--- src/rtl/uart_pkg.sv ---
// ---------------------------------------------------------------------------
// uart_pkg
// Shared definitions for the terminal UART transmitter:
//   - uart_state_t : transmitter FSM state encoding
//   - DATA_BITS    : data bits per frame (8N1)
//   - calc_div     : clocks per bit, CLK_HZ/BAUD rounded to nearest
// ---------------------------------------------------------------------------
package uart_pkg;

    typedef enum logic [1:0] {
        ST_IDLE  = 2'd0,
        ST_START = 2'd1,
        ST_DATA  = 2'd2,
        ST_STOP  = 2'd3
    } uart_state_t;

    localparam int DATA_BITS = 8;

    // Round to nearest by adding half the divisor before the integer divide.
    function automatic int calc_div(input int clk_hz, input int baud);
        return (clk_hz + (baud / 2)) / baud;
    endfunction

endpackage

--- src/rtl/uart_tx_fifo.sv ---
// ---------------------------------------------------------------------------
// uart_tx_fifo
// Synchronous FIFO buffering bytes between the bus write strobe and the
// serialiser. Head-of-queue data is presented combinationally on 'head'.
//
// Ports
//   clk, rst    : clock, asynchronous active-high reset
//   push        : write request (accepted when not full, or full with pop)
//   push_data   : byte to store
//   pop         : remove head entry (ignored when empty)
//   head        : current head-of-queue byte
//   full, empty : registered occupancy flags
//   level       : registered occupancy count, 0..DEPTH
//   overflow    : combinational, high when a push is being dropped this clk
// ---------------------------------------------------------------------------
module uart_tx_fifo #(
    parameter int DEPTH = 16,
    parameter int WIDTH = 8
) (
    input  logic                     clk,
    input  logic                     rst,
    input  logic                     push,
    input  logic [WIDTH-1:0]         push_data,
    input  logic                     pop,
    output logic [WIDTH-1:0]         head,
    output logic                     full,
    output logic                     empty,
    output logic [$clog2(DEPTH):0]   level,
    output logic                     overflow
);

    localparam int AW = $clog2(DEPTH);

    logic [WIDTH-1:0] mem [DEPTH];
    logic [AW:0]      wr_ptr;
    logic [AW:0]      rd_ptr;
    logic [AW:0]      level_next;
    logic             push_ok;
    logic             pop_ok;

    // A push into a full FIFO still fits when the head leaves in the same clk.
    always_comb begin
        pop_ok   = pop && !empty;
        push_ok  = push && (!full || pop_ok);
        overflow = push && !push_ok;
        level_next = level;
        case ({push_ok, pop_ok})
            2'b10:   level_next = level + 1'b1;
            2'b01:   level_next = level - 1'b1;
            default: level_next = level;
        endcase
    end

    // Storage has no reset; only the pointers and flags define validity.
    always_ff @(posedge clk) begin
        if (push_ok) begin
            mem[wr_ptr[AW-1:0]] <= push_data;
        end
    end

    // Pointers carry one extra MSB so a wrapped write pointer is
    // distinguishable from an equal read pointer.
    always_ff @(posedge clk or posedge rst) begin
        if (rst) begin
            wr_ptr <= '0;
            rd_ptr <= '0;
            level  <= '0;
            full   <= 1'b0;
            empty  <= 1'b1;
        end else begin
            if (push_ok) begin
                wr_ptr <= wr_ptr + 1'b1;
            end
            if (pop_ok) begin
                rd_ptr <= rd_ptr + 1'b1;
            end
            level <= level_next;
            full  <= (level_next == (AW+1)'(DEPTH));
            empty <= (level_next == '0);
        end
    end

    assign head = mem[rd_ptr[AW-1:0]];

endmodule

--- src/rtl/uart_terminal_tx.sv ---
// ---------------------------------------------------------------------------
// uart_terminal_tx
// 6809-to-terminal UART transmitter. Buffers bytes written by the bus decode
// logic and sends them 8N1, LSB first, on o_UART_RX (FT2232 RX pin).
//
// Build option: define UART_CTS_FLOW_EN to honour FT2232 CTS# (active-low)
// through a 2-FF synchroniser. Left undefined, transmission never waits on
// CTS# and i_UART_CTS is ignored.
//
// Ports
//   clk, rst    : system clock, asynchronous active-high reset
//   i_wr_en     : 1-clk write strobe, i_wr_data valid with it
//   i_wr_data   : byte to transmit
//   i_clr_ovr   : 1-clk strobe clearing o_overrun
//   i_UART_CTS  : FT2232 CTS#, active-low, asynchronous
//   o_UART_RX   : serial line, idles high
//   o_full      : FIFO holds FIFO_DEPTH entries
//   o_empty     : FIFO holds no entries
//   o_busy      : frame in progress
//   o_overrun   : sticky, a write was dropped on a full FIFO
//   o_level     : FIFO occupancy
// ---------------------------------------------------------------------------
module uart_terminal_tx
    import uart_pkg::*;
#(
    parameter int CLK_HZ     = 53_200_000,
    parameter int BAUD       = 115_200,
    parameter int FIFO_DEPTH = 16
) (
    input  logic                            clk,
    input  logic                            rst,
    input  logic                            i_wr_en,
    input  logic [7:0]                      i_wr_data,
    input  logic                            i_clr_ovr,
    input  logic                            i_UART_CTS,
    output logic                            o_UART_RX,
    output logic                            o_full,
    output logic                            o_empty,
    output logic                            o_busy,
    output logic                            o_overrun,
    output logic [$clog2(FIFO_DEPTH):0]     o_level
);

    localparam int DIV = calc_div(CLK_HZ, BAUD);
    localparam int CW  = (DIV > 1) ? $clog2(DIV) : 1;

    uart_state_t         state;
    uart_state_t         state_next;
    logic [CW-1:0]       baud_cnt;
    logic [2:0]          bit_cnt;
    logic [DATA_BITS-1:0] shift_reg;
    logic                tx_line;
    logic                baud_done;
    logic                pop;
    logic                cts_ok;
    logic [7:0]          fifo_head;
    logic                fifo_overflow;

    uart_tx_fifo #(
        .DEPTH (FIFO_DEPTH),
        .WIDTH (8)
    ) u_fifo (
        .clk       (clk),
        .rst       (rst),
        .push      (i_wr_en),
        .push_data (i_wr_data),
        .pop       (pop),
        .head      (fifo_head),
        .full      (o_full),
        .empty     (o_empty),
        .level     (o_level),
        .overflow  (fifo_overflow)
    );

`ifdef UART_CTS_FLOW_EN
    logic cts_meta;
    logic cts_sync;

    // Two-flop synchroniser for the asynchronous CTS# pin. Resets to the
    // "not clear" level so nothing is sent until the pin is seen low.
    always_ff @(posedge clk or posedge rst) begin
        if (rst) begin
            cts_meta <= 1'b1;
            cts_sync <= 1'b1;
        end else begin
            cts_meta <= i_UART_CTS;
            cts_sync <= cts_meta;
        end
    end

    assign cts_ok = ~cts_sync;
`else
    logic unused_cts;

    assign unused_cts = i_UART_CTS;
    assign cts_ok     = 1'b1;
`endif

    assign baud_done = (baud_cnt == CW'(DIV - 1));

    // Next-state and pop decision. CTS is only consulted when a new frame
    // is about to begin, so a frame in flight always completes.
    always_comb begin
        state_next = state;
        pop        = 1'b0;
        case (state)
            ST_IDLE: begin
                if (!o_empty && cts_ok) begin
                    pop        = 1'b1;
                    state_next = ST_START;
                end
            end
            ST_START: begin
                if (baud_done) begin
                    state_next = ST_DATA;
                end
            end
            ST_DATA: begin
                if (baud_done && (bit_cnt == 3'(DATA_BITS - 1))) begin
                    state_next = ST_STOP;
                end
            end
            ST_STOP: begin
                if (baud_done) begin
                    if (!o_empty && cts_ok) begin
                        pop        = 1'b1;
                        state_next = ST_START;
                    end else begin
                        state_next = ST_IDLE;
                    end
                end
            end
            default: state_next = ST_IDLE;
        endcase
    end

    // Datapath registers. The baud counter is held at zero in IDLE and
    // restarts after every bit period, so each state entry starts a fresh
    // DIV-clock interval. The line is registered from the current state,
    // which places the start bit one clock after the pop.
    always_ff @(posedge clk or posedge rst) begin
        if (rst) begin
            state     <= ST_IDLE;
            baud_cnt  <= '0;
            bit_cnt   <= '0;
            shift_reg <= '0;
            tx_line   <= 1'b1;
            o_overrun <= 1'b0;
        end else begin
            state <= state_next;

            if ((state == ST_IDLE) || baud_done) begin
                baud_cnt <= '0;
            end else begin
                baud_cnt <= baud_cnt + 1'b1;
            end

            if (state != ST_DATA) begin
                bit_cnt <= '0;
            end else if (baud_done) begin
                bit_cnt <= bit_cnt + 1'b1;
            end

            if (pop) begin
                shift_reg <= fifo_head;
            end else if ((state == ST_DATA) && baud_done) begin
                shift_reg <= {1'b0, shift_reg[DATA_BITS-1:1]};
            end

            case (state)
                ST_START: tx_line <= 1'b0;
                ST_DATA:  tx_line <= shift_reg[0];
                default:  tx_line <= 1'b1;
            endcase

            // A dropped write outranks a clear in the same clock.
            if (fifo_overflow) begin
                o_overrun <= 1'b1;
            end else if (i_clr_ovr) begin
                o_overrun <= 1'b0;
            end
        end
    end

    assign o_UART_RX = tx_line;
    assign o_busy    = (state != ST_IDLE);

endmodule

--- config.mk ---
export PLATFORM = sky130hd
export DESIGN_NAME = uart_terminal_tx
export DESIGN_NICKNAME = d
export VERILOG_FILES = /design/src/rtl/uart_pkg.sv /design/src/rtl/uart_tx_fifo.sv /design/src/rtl/uart_terminal_tx.sv
export SDC_FILE = /design/constraint.sdc
export NUM_CORES = 1
export LEC_CHECK = 0
export CORE_ASPECT_RATIO = 1.4
export CORE_UTILIZATION = 25
export DETAILED_ROUTE_END_ITERATION = 8
export GPL_ROUTABILITY_DRIVEN = 0
export GPL_TIMING_DRIVEN = 0
export SYNTH_ARGS = -nofsm -noshare
export SYNTH_HDL_FRONTEND = slang
export SYNTH_SLANG_ARGS = --single-unit
--- constraint.sdc ---
create_clock -name clk -period 7.2 [get_ports clk]
set_clock_uncertainty 0.2 [all_clocks]
set_input_delay 1.08 -clock clk [delete_from_list [all_inputs] [get_ports clk]]
set_output_delay 1.08 -clock clk [all_outputs]
set_load 0.02 [all_outputs]
Yosys cells after proc, flatten, opt, wreduce, memory -nomap -nowiden
Memories as Yosys holds them, arrays and structs flattened.
Index checks and enable logic that the tools add are counted.
- add/subtract/negate cells: 6
- eq/ne operators: 13
- mux-type cells: 20
- reduce and logical (&&, ||, !) cells: 17
- operator list (operator ; count):
    two-way mux 8 bit ; 2
    adder 5 x 1 -> 5 bit (second input constant) ; 3
    inequality test 2 bit (second input constant) ; 5
    case mux 5 bit (2 select lines) ; 1
    adder 9 x 1 -> 9 bit (second input constant) ; 1
    == test 9 bit (second input constant) ; 1
    two-way mux 9 bit ; 1
    two-way mux 2 bit ; 4
    case mux 2 bit (4 select lines) ; 1
    nonzero test 2 bit ; 4
    two-way mux 1 bit ; 7
    == test 2 bit (second input constant) ; 3
    two-way mux 3 bit ; 2
    == test 5 bit (second input constant) ; 1
    logical AND 1 bit ; 5
    zero test 5 bit ; 1
    subtractor 5 x 1 -> 5 bit (second input constant) ; 1
    == test 2 x 1 -> 1 bit (second input constant) ; 2
    case mux 1 bit (2 select lines) ; 2
    AND reduction 4 bit ; 1
    adder 3 x 1 -> 3 bit (second input constant) ; 1
    == test 3 bit (second input constant) ; 1
    zero test 1 bit ; 3
    zero test 2 bit ; 1
    logical OR 1 bit ; 2
- flip-flop bits (word level): 41
- RAM bits: 128
- input port bits: 13
- output and inout bits: 10
- word-level logic and storage cells: 68
- memories: 1
- memory list (memory ; depth ; width ; read ports ; clocked after memory_dff ; write ports ; line ; source):
    u_fifo.mem ; 16 ; 8 ; 1 ; 0 ; 1 ; uart_tx_fifo.sv:34 ; logic [WIDTH-1:0] mem [DEPTH];

Longest topological paths before layout
Gate-level depths: netlist (run 1).
- depth after elaboration: 9
- depth in mapped cells: 15
- depth with buffers taken out: 14

Cells and area by module
A second synthesis (run 1) with hierarchy kept.
- cells, all modules: 455
- area total of the unflattened synthesis: 7186.9 um^2
- modules (own cells, without submodules) (module ; instances ; cells an instance ; area each (um^2) ; seq. area each (um^2)):
    uart_tx_fifo ; 1 ; 347 ; 5908.2 ; 4220.3
    uart_terminal_tx ; 1 ; 108 ; 1278.7 ; 601.8

Worst setup path before layout (run 1)
OpenSTA, ideal clock, no wires.
- path kind: reg2reg
- start point: register state[0]
- end point: register u_fifo.full
- setup time: 0.088 ns
- data arrival time: 3.292 ns
- data required time: 6.912 ns
- setup slack: 3.620 ns
- cell stages (with the launch flop): 15
- buffers on the path: 2
- period minus slack after synthesis: 3.580 ns
- cell sequence: dfrtp_1 > inv_1 > ha_1 > or3b_2 > a21bo_2 > buf_2 > ha_1 > clkbuf_1 > xor2_1 > ha_1 > o21a_1 > o21a_1 > o32ai_1 > xor2_1 > nor3b_1
- cells in the longest elaborated chain, start to end: 8
- elaborated cells between the ends (all ways): 10
- classes of those cells: eq/ne: 4; mux: 2; reduce/logical: 4
- ends and longest elaborated chain (what ; line ; source):
    start, declared ; uart_terminal_tx.sv:47 ; uart_state_t state;
    start signal, assigned ; uart_terminal_tx.sv:150 ; state <= state_next;
    == test 2 bit / zero test 2 bit (equally long branches) ; uart_terminal_tx.sv:106 ; case (state)
    case mux 1 bit (2 select lines) * ; uart_terminal_tx.sv:106 ;
    logical AND 1 bit * ; uart_tx_fifo.sv:43 ; pop_ok = pop && !empty;
    net u_fifo.pop_ok ; uart_tx_fifo.sv:39 ; logic pop_ok;
    logical OR 1 bit ; uart_tx_fifo.sv:44 ; push_ok = push && (!full || pop_ok);
    logical AND 1 bit ; uart_tx_fifo.sv:44 ;
    == test 2 x 1 -> 1 bit / == test 2 bit (equally long branches) ; uart_tx_fifo.sv:47 ; case ({push_ok, pop_ok})
    case mux 5 bit (2 select lines) * ; uart_tx_fifo.sv:47 ;
    net u_fifo.level_next[4] ; uart_tx_fifo.sv:37 ; logic [AW:0] level_next;
    == test 5 bit * ; uart_tx_fifo.sv:78 ; full <= (level_next == (AW+1)'(DEPTH));
    end signal, assigned ; uart_tx_fifo.sv:78 ;
    end, declared ; uart_tx_fifo.sv:26 ; output logic full,
The timed path passes the listed nets; every way through them passes the cells marked *.
A chain may end at the register's enable or synchronous reset.

Worst setup path after layout (run 1)
Same ends and word-level chain as after synthesis.

==> results of run 1 <==
-- final timing paths --
| path | start | to | depth (start not counted) |
|---|---|---|---|
| setup / recovery | state[0] | u_fifo.full | 14 |
| hold / removal | u_fifo.level[4] | u_fifo.level[4] | 1 |
| setup reg to reg | state[0] | u_fifo.full | 14 |
| hold reg to reg | u_fifo.level[4] | u_fifo.level[4] | 1 |
| max in group asynchronous | rst | shift_reg[5] | 2 |
| min in group asynchronous | rst | u_fifo.wr_ptr[2] | 2 |
-- kinds of logic (layout without fill, tap and decap cells) --
family	count (synthesis)	in the layout	synth area share, %
adders and majority gates	18	18	3.22
AOI/OAI and AO/OA	45	45	5.07
xor gates and xnor gates	20	20	2.51
buffers and inverters	31	84	1.84
and+or+nand+nor	86	86	7.13
DFF	167	167	69.0
muxes	38	38	11.2
-- through the flow --
stage / hold slack, ns / util (%) / area, um2
2_1_floorplan: 0.257 / - / 6990
3_3_place_gp: 0.293 / 27.8 / 7660
3_5_place_dp: 0.312 / 27.8 / 7660
4_1_cts: 0.320 / 30.0 / 8260
5_1_grt: 0.360 / 30.0 / 8270
6_report: 0.316 / 30.0 / 8270
-- critical path: cells and delay by family (launching register included) --
kind | cells | cell delay (ns)
AO/OA/AOI/OAI | 4 | 0.81
XOR/XNOR | 2 | 0.36
adder cells (fa/ha/maj) | 3 | 0.80
buffers and inverters | 3 | 0.67
flip-flops | 1 | 0.42
AND/OR/NAND/NOR | 2 | 0.73
-- cell usage in the layout, fill, tap and decap left out, types with 3 or more instances in the layout --
cell type and count:
mux2i_1 3, nand4_1 3, dfrtp_1 37, nor3b_1 7, o221a_1 7, edfxtp_1 128
buf_2 6, o21ai_0 6, mux4_2 32, clkbuf_1 11, a22oi_1 17, and2_1 10
clkbuf_16 17, nor2b_1 5, clkdlybuf4s50_1 21, nor2_1 15, inv_1 12, xnor2_1 12
and4_1 4, xor2_1 8, nand3_1 14, nand2b_1 3, ha_1 18, mux2_2 3
nand2_1 12, bufinv_16 3, inv_6 4
-- power groups by stage --
stage | clock network (uW) | registers, uW | logic (uW)
finish | 930 | 1310 | 1110
global route | 982 | 1330 | 1210
CTS | 948 | 1310 | 1120
detailed placement | 0 | 1330 | 1120
global placement | 0 | 1320 | 1080
floorplan | 0 | 1330 | 782
-- per-layer routing --
metal	share of wire, %	up-vias
li1	-	1667
met1	40	1873
met2	55	70
met3	3.4	19
met4	1.8	0
met5	0	-
-- final cells by class --
class	count	area [um2]
Timing Repair Buffer	21	210
Multi-Input combinational cell	207	2040
Inverter	13	48.8
Clock buffer	19	433
Sequential cell	167	4820
Clock inverter	13	170
Buffer	18	80.1
Fill cell	2719	19300
Tap cell	370	463
==> impl_metrics.env, run 1 <==
export IMPL_wire_per_inst_um=16.8
export IMPL_p_sw_uw=1080
export IMPL_seq_area_frac_synth_pct=69.0
export IMPL_ir_drop_v=0.000167
export IMPL_ys_types=47
export IMPL_numPortBuffers=21
export IMPL_htreeDepth=4
export IMPL_synth_top_area_share_pct=55.0
export IMPL_dieWidth_um=143
export IMPL_dp_hpwl_mm=9.76
export IMPL_vias=3629
export IMPL_numCtsBuffers=17
export IMPL_yosys_area_top_type="edfxtp_1"
export IMPL_final_cells=828
export IMPL_clk_latency_ns=0.43
export IMPL_fmax_mhz=244
export IMPL_initial_core_util_pct=25.3
export IMPL_overflow=0
export IMPL_cts_num_sinks=167
export IMPL_maxCapViolations=0
export IMPL_fp_dieH_um=200
export IMPL_critPathMaxFanout=11
export IMPL_worstHoldPathType="reg -> reg"
export IMPL_root_buffer="clkbuf_16"
export IMPL_cpMaxStageDelayCell="or3b_2"
export IMPL_finalSetupViolCount=0
export IMPL_regToRegSetupSlack_ns=3.11
export IMPL_worstPathCellList="inv_1 > ha_1 > or3b_2 > a21bo_2 > buf_2 > ha_1 > clkbuf_1 > xor2_1 > ha_1 > o21a_1 > o21a_1 > o32ai_1 > xor2_1 > nor3b_1"
export IMPL_via_per_inst=4.38
export IMPL_fin_crit_ns=4.09
export IMPL_cts_buffer_depth=2
export IMPL_clockPowerShare_pct=27.8
export IMPL_drv_slew=0
export IMPL_post_cts_resized=0
export IMPL_grtUsageMet1_pct=11.8
export IMPL_rows=72
export IMPL_synth_most_common_cell="edfxtp_1"
export IMPL_timing_final_hold_violations=0
export IMPL_ys_warn_count=0
export IMPL_pwr_share_seq_pct=39.1
export IMPL_crit_top_cell="ha_1"
export IMPL_rsz0062_at_grt="no"
export IMPL_drc=0
export IMPL_ys_seq_elements=167
export IMPL_worst_ep_arrival_time_ns=4.22
export IMPL_avgSynthCellArea_um2=17.3
export IMPL_dp_cells=796
export IMPL_clk_pin_slew_worst_paths_ns=0.06
export IMPL_power_frac_comb_pct=33.1
export IMPL_drt_pass1_iter_count=4
export IMPL_startpoint_type="flip-flop"
export IMPL_met2_usage_pct=19.6
export IMPL_routed_wirelength_mm=13.9
export IMPL_slew_headroom_pct=8.54
export IMPL_antenna_found_initial=0
export IMPL_place_ws_ns=2.99
export IMPL_largest_reg_flops=128
export IMPL_intPower_uw=2260
export IMPL_die_area_um2=28600
export IMPL_top_usage_layer="met2"
export IMPL_drt_iter0_drc=267
export IMPL_yosys_top_cells_count="edfxtp_1 (128), dfrtp_1 (37), mux4_2 (32), ha_1 (18), a22oi_1 (17)"
export IMPL_nets=476
export IMPL_cts_tree="built"
export IMPL_synthesis_nets=436
export IMPL_synth_area_um2=6990
export IMPL_critical_path_required_ns=7.33
export IMPL_max_stage_delay_ns=0.52
export IMPL_grt_use_met3_pct=2.27
export IMPL_p_total_uw=3350
export IMPL_antenna_cells=0
export IMPL_grt_pass1_vias=3882
export IMPL_status="completed"
export IMPL_post_cts_setup_buffers=0
export IMPL_synth_edf_count=128
export IMPL_async_flop_share_pct=23.4
export IMPL_leakagePower_uw=0.00280
export IMPL_p_per_area_nw_per_um2=405
export IMPL_fin_crit_sh_pct=56.8
export IMPL_coreArea_um2=27600
export IMPL_setup_ws_ns=3.11
export IMPL_hold_buffers=0
export IMPL_drive_gt1_share_pct=19.0
export IMPL_area_delta_synth_final_pct=18.3
export IMPL_swShare_pct=32.4
export IMPL_synth_cells=405
export IMPL_grt_pass1_wl_mm=21.9
export IMPL_io_pins=23
export IMPL_ant_nets=0
export IMPL_worstSetupPathType="reg -> reg"
export IMPL_grt_total_usage_pct=10.6
export IMPL_critPathCaptureType="flip-flop"
export IMPL_tightest_slew_ns=1.37
export IMPL_grt_max_degree=40
export IMPL_synthFlopType="edfxtp_1"
export IMPL_tns_ns=0
export IMPL_ys_top_cells_by_area="edfxtp_1 (55%), dfrtp_1 (13%), mux4_2 (10%)"
(Power assumes the default switching activity.)
==> inputs of run 2 (changes only) <==
Clock period 7.2 ns to 3.45 ns, I/O delays scaled along.
==> run 2 against run 1 <==
  * First-iteration DRC count decreased by 34%
  * Largest power group unchanged
  * Fmax increased by 25%
  * Combinational power increased by 130%
  * Highest routed layer unchanged
  * Clock power increased by 100%
==> impl_metrics.env, run 2 (synthesis gave the netlist of run 1 again) <==
export IMPL_worst_ep_arrival_time_ns=3.22
export IMPL_drive_gt1_share_pct=25.1
export IMPL_critPathCaptureType="flip-flop"
export IMPL_routed_wirelength_mm=14.1
export IMPL_worstSetupPathType="reg -> reg"
export IMPL_cts_buffer_depth=2
export IMPL_leakagePower_uw=0.00290
export IMPL_clk_pin_slew_worst_paths_ns=0.07
export IMPL_io_pins=23
export IMPL_htreeDepth=4
export IMPL_rows=72
export IMPL_ir_drop_v=0.000343
export IMPL_n_fill_cell=2740
export IMPL_fin_crit_ns=3.28
export IMPL_clockPowerShare_pct=26.3
export IMPL_worstHoldPathType="reg -> reg"
export IMPL_die_area_um2=28600
export IMPL_grt_total_usage_pct=10.6
export IMPL_area_delta_synth_final_pct=21.3
export IMPL_fin_crit_sh_pct=95.0
export IMPL_overflow=0
export IMPL_layout_commonest_cell="edfxtp_1"
export IMPL_root_buffer="clkbuf_16"
export IMPL_fin_util_pct=30.7
export IMPL_initial_core_util_pct=25.3
export IMPL_status="completed"
export IMPL_hold_buffers=0
export IMPL_wire_per_inst_um=16.6
export IMPL_grt_max_degree=40
export IMPL_clk_latency_ns=0.43
export IMPL_finalSetupViolCount=0
export IMPL_critPathMaxFanout=10
export IMPL_grt_pass1_wl_mm=22.0
export IMPL_numPortBuffers=21
export IMPL_nets=493
export IMPL_critical_path_required_ns=3.39
export IMPL_slew_headroom_pct=43.9
export IMPL_r2r_start="state[0]"
export IMPL_antenna_cells=0
export IMPL_fp_dieH_um=200
export IMPL_whs_ns=0.311
export IMPL_layout_common_cells="edfxtp_1 (128), dfrtp_1 (37), mux4_2 (32)"
export IMPL_fmax_mhz=305
export IMPL_intPower_uw=4770
export IMPL_dp_hpwl_mm=9.47
export IMPL_cts_num_sinks=167
export IMPL_largest_reg_flops=128
export IMPL_swShare_pct=33.5
export IMPL_worstRegToRegCells=11
export IMPL_tightest_slew_ns=0.840
export IMPL_p_sw_uw=2400
export IMPL_coreArea_um2=27600
export IMPL_drt_pass1_iter_count=4
export IMPL_cts_tree="built"
export IMPL_maxCapViolations=0
export IMPL_holdCritStartpoint="u_fifo.level[4]"
export IMPL_drt_iter0_drc=175
export IMPL_drv_slew=0
export IMPL_p_per_area_nw_per_um2=846
export IMPL_vias=3697
export IMPL_antenna_found_initial=0
export IMPL_numCtsBuffers=17
export IMPL_via_per_inst=4.38
export IMPL_drc=0
export IMPL_startpoint_type="flip-flop"
export IMPL_startpoint="state[0]"
export IMPL_power_frac_comb_pct=35.7
export IMPL_hold_depth=1
export IMPL_dieWidth_um=143
export IMPL_ant_nets=0
export IMPL_grt_pass1_vias=3890
export IMPL_pwr_share_seq_pct=37.9
export IMPL_timing_final_hold_violations=0
==> run 2: area by class of cell <==
cell class	count	area, um2	area share (%)
inverters	13	51.3	0.605
clock buffers	18	429	5.06
plain buffers	18	98.8	1.17
flip-flops and latches	167	4820	56.9
clock inverters	14	153	1.80
well taps	370	463	5.46
repair buffers	38	333	3.93
multi-input cells	207	2120	25.1
==> run 2: worst max-delay path: stages, from the launching register on <==
cell	delay, ns
dfrtp_1	0.39
inv_2	0.10
ha_4	0.21
or3b_4	0.41
a21boi_2	0.12
a31o_2	0.15
buf_4	0.11
buf_4	0.10
buf_4	0.16
nand2_2	0.10
nor3b_1	0.63
buf_2	0.31
==> run 2: what timing repair did <==
| action | in CTS | in global routing |
|---|---|---|
| pin swaps | 2 | 4 |
| endpoints found under the setup margin | 6 | 3 |
| setup buffers | 3 | 12 |
| hold endpoints to repair | 0 | 0 |
| gates resized for setup | 15 | 9 |
==> run 2: worst paths after layout <==
path / endpoint / slack [ns]
max in group asynchronous: u_fifo.rd_ptr[2] / 2.11
worst min-delay path: u_fifo.level[4] / 0.31
worst max-delay path: u_fifo.mem[5][3] / 0.17
worst min register to register: u_fifo.level[4] / 0.31
min in group asynchronous: u_fifo.wr_ptr[0] / 0.40
worst max register to register: u_fifo.mem[5][3] / 0.17
==> run 2: metrics by stage <==
| step | total power, uW | setup WS (ns) | std cells | TNS (ns) | cell area, um2 |
|---|---|---|---|---|---|
| floorplan | 4410 | 0.0506 | 405 | 0 | 6990 |
| global placement | 5020 | -0.448 | 796 | -6.61 | 7660 |
| detailed placement | 5140 | -0.621 | 798 | -1.88 | 7680 |
| CTS | 7110 | -0.00724 | 833 | -0.00724 | 8340 |
| global route | 7570 | -0.0284 | 845 | -0.0284 | 8470 |
| finish | 7170 | 0.172 | 845 | 0 | 8470 |
==> run 2: metal layers <==
metal | wire (um) | part of all wire [%] | vias to the layer above | track usage (%)
met3 | 612 | 4.4 | 18 | 2.48
met4 | 236 | 1.7 | 0 | 4.41
met1 | 5600 | 40 | 1908 | 12.2
li1 | - | - | 1699 | -
met5 | 0 | 0 | - | 0
met2 | 7600 | 54 | 72 | 18.8
==> run 2: power by group through the flow <==
stage	combinational [uW]	sequential, uW	clock (uW)
after CTS	2460	2720	1930
after detailed placement	2370	2770	0
after floorplan	1640	2770	0
after global placement	2270	2750	0
final	2560	2720	1890
after global routing	2810	2760	2010
==> inputs of run 3 (changes only) <==
Settings changed: CORE_ASPECT_RATIO 1.4 to 0.8.
==> run 3 against run 2 <==
  * Clock power is 4% higher
  * Via count is 0.62% higher
  * Critical path depth is 1 higher
  * Die area hardly changed
  * Combinational power is 4% higher
  * Non-clock buffer count is 9 lower
  * Wire length is 4.5% higher
  * Critical endpoint is now u_fifo.full
  * Largest cell class unchanged
  * Highest routed layer unchanged
==> impl_metrics.env, run 3 (synthesis gave the netlist of run 1 again) <==
export IMPL_n_fill_cell=2656
export IMPL_r2r_start="state[0]"
export IMPL_fin_crit_sh_pct=96.2
export IMPL_cpMaxStageDelayCell="or4b_2"
export IMPL_maxCapViolations=0
export IMPL_regToRegSetupSlack_ns=0.13
export IMPL_status="completed"
export IMPL_startpoint_type="flip-flop"
export IMPL_rows=54
export IMPL_setup_ws_ns=0.130
export IMPL_numPortBuffers=21
export IMPL_fmax_mhz=301
export IMPL_worst_ep_arrival_time_ns=3.48
export IMPL_holdCritStartpoint="o_overrun"
export IMPL_fin_crit_ns=3.32
export IMPL_cts_num_sinks=167
export IMPL_timing_final_hold_violations=0
export IMPL_grt_total_usage_pct=10.6
export IMPL_io_pins=23
export IMPL_die_area_um2=28600
export IMPL_clk_pin_slew_worst_paths_ns=0.07
export IMPL_area_delta_synth_final_pct=21.7
export IMPL_finalSetupViolCount=0
export IMPL_drive_gt1_share_pct=25.3
export IMPL_cts_buffer_depth=2
export IMPL_drt_iter0_drc=240
export IMPL_dp_hpwl_mm=9.65
export IMPL_nets=484
export IMPL_worstPathCellList="inv_2 > ha_4 > or3b_4 > a21boi_2 > a31o_4 > inv_4 > ha_2 > or4b_2 > o21ai_0 > a31oi_1 > buf_4 > nor3b_2"
export IMPL_dieWidth_um=189
export IMPL_fin_util_pct=31.1
export IMPL_critPathMaxFanout=10
export IMPL_tns_ns=0
export IMPL_max_stage_delay_ns=0.61
export IMPL_antenna_found_initial=0
export IMPL_critPathCaptureType="flip-flop"
export IMPL_routed_wirelength_mm=14.7
export IMPL_worstHoldEndpoint="o_overrun"
export IMPL_drv_slew=0
export IMPL_vias=3720
export IMPL_leakagePower_uw=0.00288
export IMPL_clk_latency_ns=0.43
export IMPL_cts_tree="built"
export IMPL_ant_nets=0
export IMPL_via_per_inst=4.48
export IMPL_critical_path_required_ns=3.61
export IMPL_crit_buf_inv=3
export IMPL_wl_met3_um=847
export IMPL_p_per_area_nw_per_um2=866
export IMPL_coreArea_um2=27400
export IMPL_routed_wl_met2_mm=6.84
export IMPL_highest_layer="met4"
export IMPL_fp_dieH_um=152
export IMPL_grt_max_degree=40
export IMPL_root_buffer="clkbuf_16"
export IMPL_hold_buffers=0
export IMPL_htreeDepth=4
export IMPL_drt_pass1_iter_count=4
export IMPL_place_ws_ns=-0.478
export IMPL_drc=0
export IMPL_numCtsBuffers=17
export IMPL_layout_commonest_cell="edfxtp_1"
export IMPL_crit_family="simple AND/OR/NAND/NOR gates"
export IMPL_worstSetupPathType="reg -> reg"
export IMPL_rr_endpoint="u_fifo.full"
export IMPL_largest_reg_flops=128
export IMPL_overflow=0
export IMPL_grt_pass1_vias=3861
export IMPL_wire_per_inst_um=17.7
export IMPL_layout_common_cells="edfxtp_1 (128), dfrtp_1 (37), mux4_2 (32)"
export IMPL_slew_headroom_pct=19.8
export IMPL_tightest_slew_ns=1.20
export IMPL_grt_pass1_wl_mm=22.4
export IMPL_worstHoldPathType="reg -> reg"
export IMPL_wl_met1_mm=6.93
export IMPL_antenna_cells=0
export IMPL_hold_depth=2
export IMPL_worstRegToRegCells=12
export IMPL_initial_core_util_pct=25.5
export IMPL_ir_drop_v=0.000428
[run 3: cell types whose count changed in the layout (fill, tap and decap cells not counted), moves of 2 or more]
cell      delta
buf_2        -2
buf_4        -5
clkinv_8     +4
ha_1         -2
ha_2         +2
inv_8        -2
nor3b_4      +2
xor2_1       -2
xor2_2       +2
[run 3: how the worst max path moves through the flow]
stage,start,to,depth (start not counted)
final,state[0],u_fifo.full,12
after global routing,state[0],u_fifo.mem[6][5],8
after CTS,state[0],u_fifo.full,15
after detailed placement,baud_cnt[1],u_fifo.full,15
after global placement,baud_cnt[1],u_fifo.full,15
after floorplan,state[0],u_fifo.full,15
[run 3: cell type report]
cell class | count | area [um2] | share of cell area, %
flip-flops and latches | 167 | 4820 | 56.7
multi-input cells | 207 | 2190 | 25.7
repair buffers | 31 | 285 | 3.36
clock inverters | 15 | 193 | 2.27
plain buffers | 16 | 82.6 | 0.971
clock buffers | 17 | 425 | 5.00
well taps | 364 | 455 | 5.36
inverters | 13 | 51.3 | 0.603
[run 3: through the flow]
stage / instances / power, uW / instance area [um2] / hold WS (ns)
after floorplan: 405 / 4410 / 6990 / 0.257
after global placement: 790 / 5070 / 7660 / 0.288
after detailed placement: 790 / 5160 / 7660 / 0.297
after CTS: 825 / 7260 / 8380 / 0.332
after global routing: 830 / 7740 / 8500 / 0.346
final: 830 / 7360 / 8500 / 0.329
[run 3: worst reg2reg max path, cell delays in order (launching register included)]
cell	delay [ns]
dfrtp_1	0.40
inv_2	0.11
ha_4	0.22
or3b_4	0.40
a21boi_2	0.16
a31o_4	0.14
inv_4	0.06
ha_2	0.48
or4b_2	0.61
o21ai_0	0.10
a31oi_1	0.06
buf_4	0.17
nor3b_2	0.14
[run 3: layer usage]
layer,vias to the layer above,global-route usage (%)
li1,1680,-
met5,-,0
met3,8,3.29
met2,67,15.8
met4,0,3.10
met1,1965,14.8
[run 3: timing repair]
action	in CTS	in global routing
endpoints found under the setup margin	37	12
pin swaps	5	5
setup buffers	4	6
hold endpoints to repair	0	0
gates resized for setup	20	14
[run 3: power breakdown]
| group | internal (uW) | switching [uW] |
|---|---|---|
| logic | 1230 | 1450 |
| registers | 2530 | 205 |
| clock network | 1050 | 904 |
| total | 4810 | 2550 |
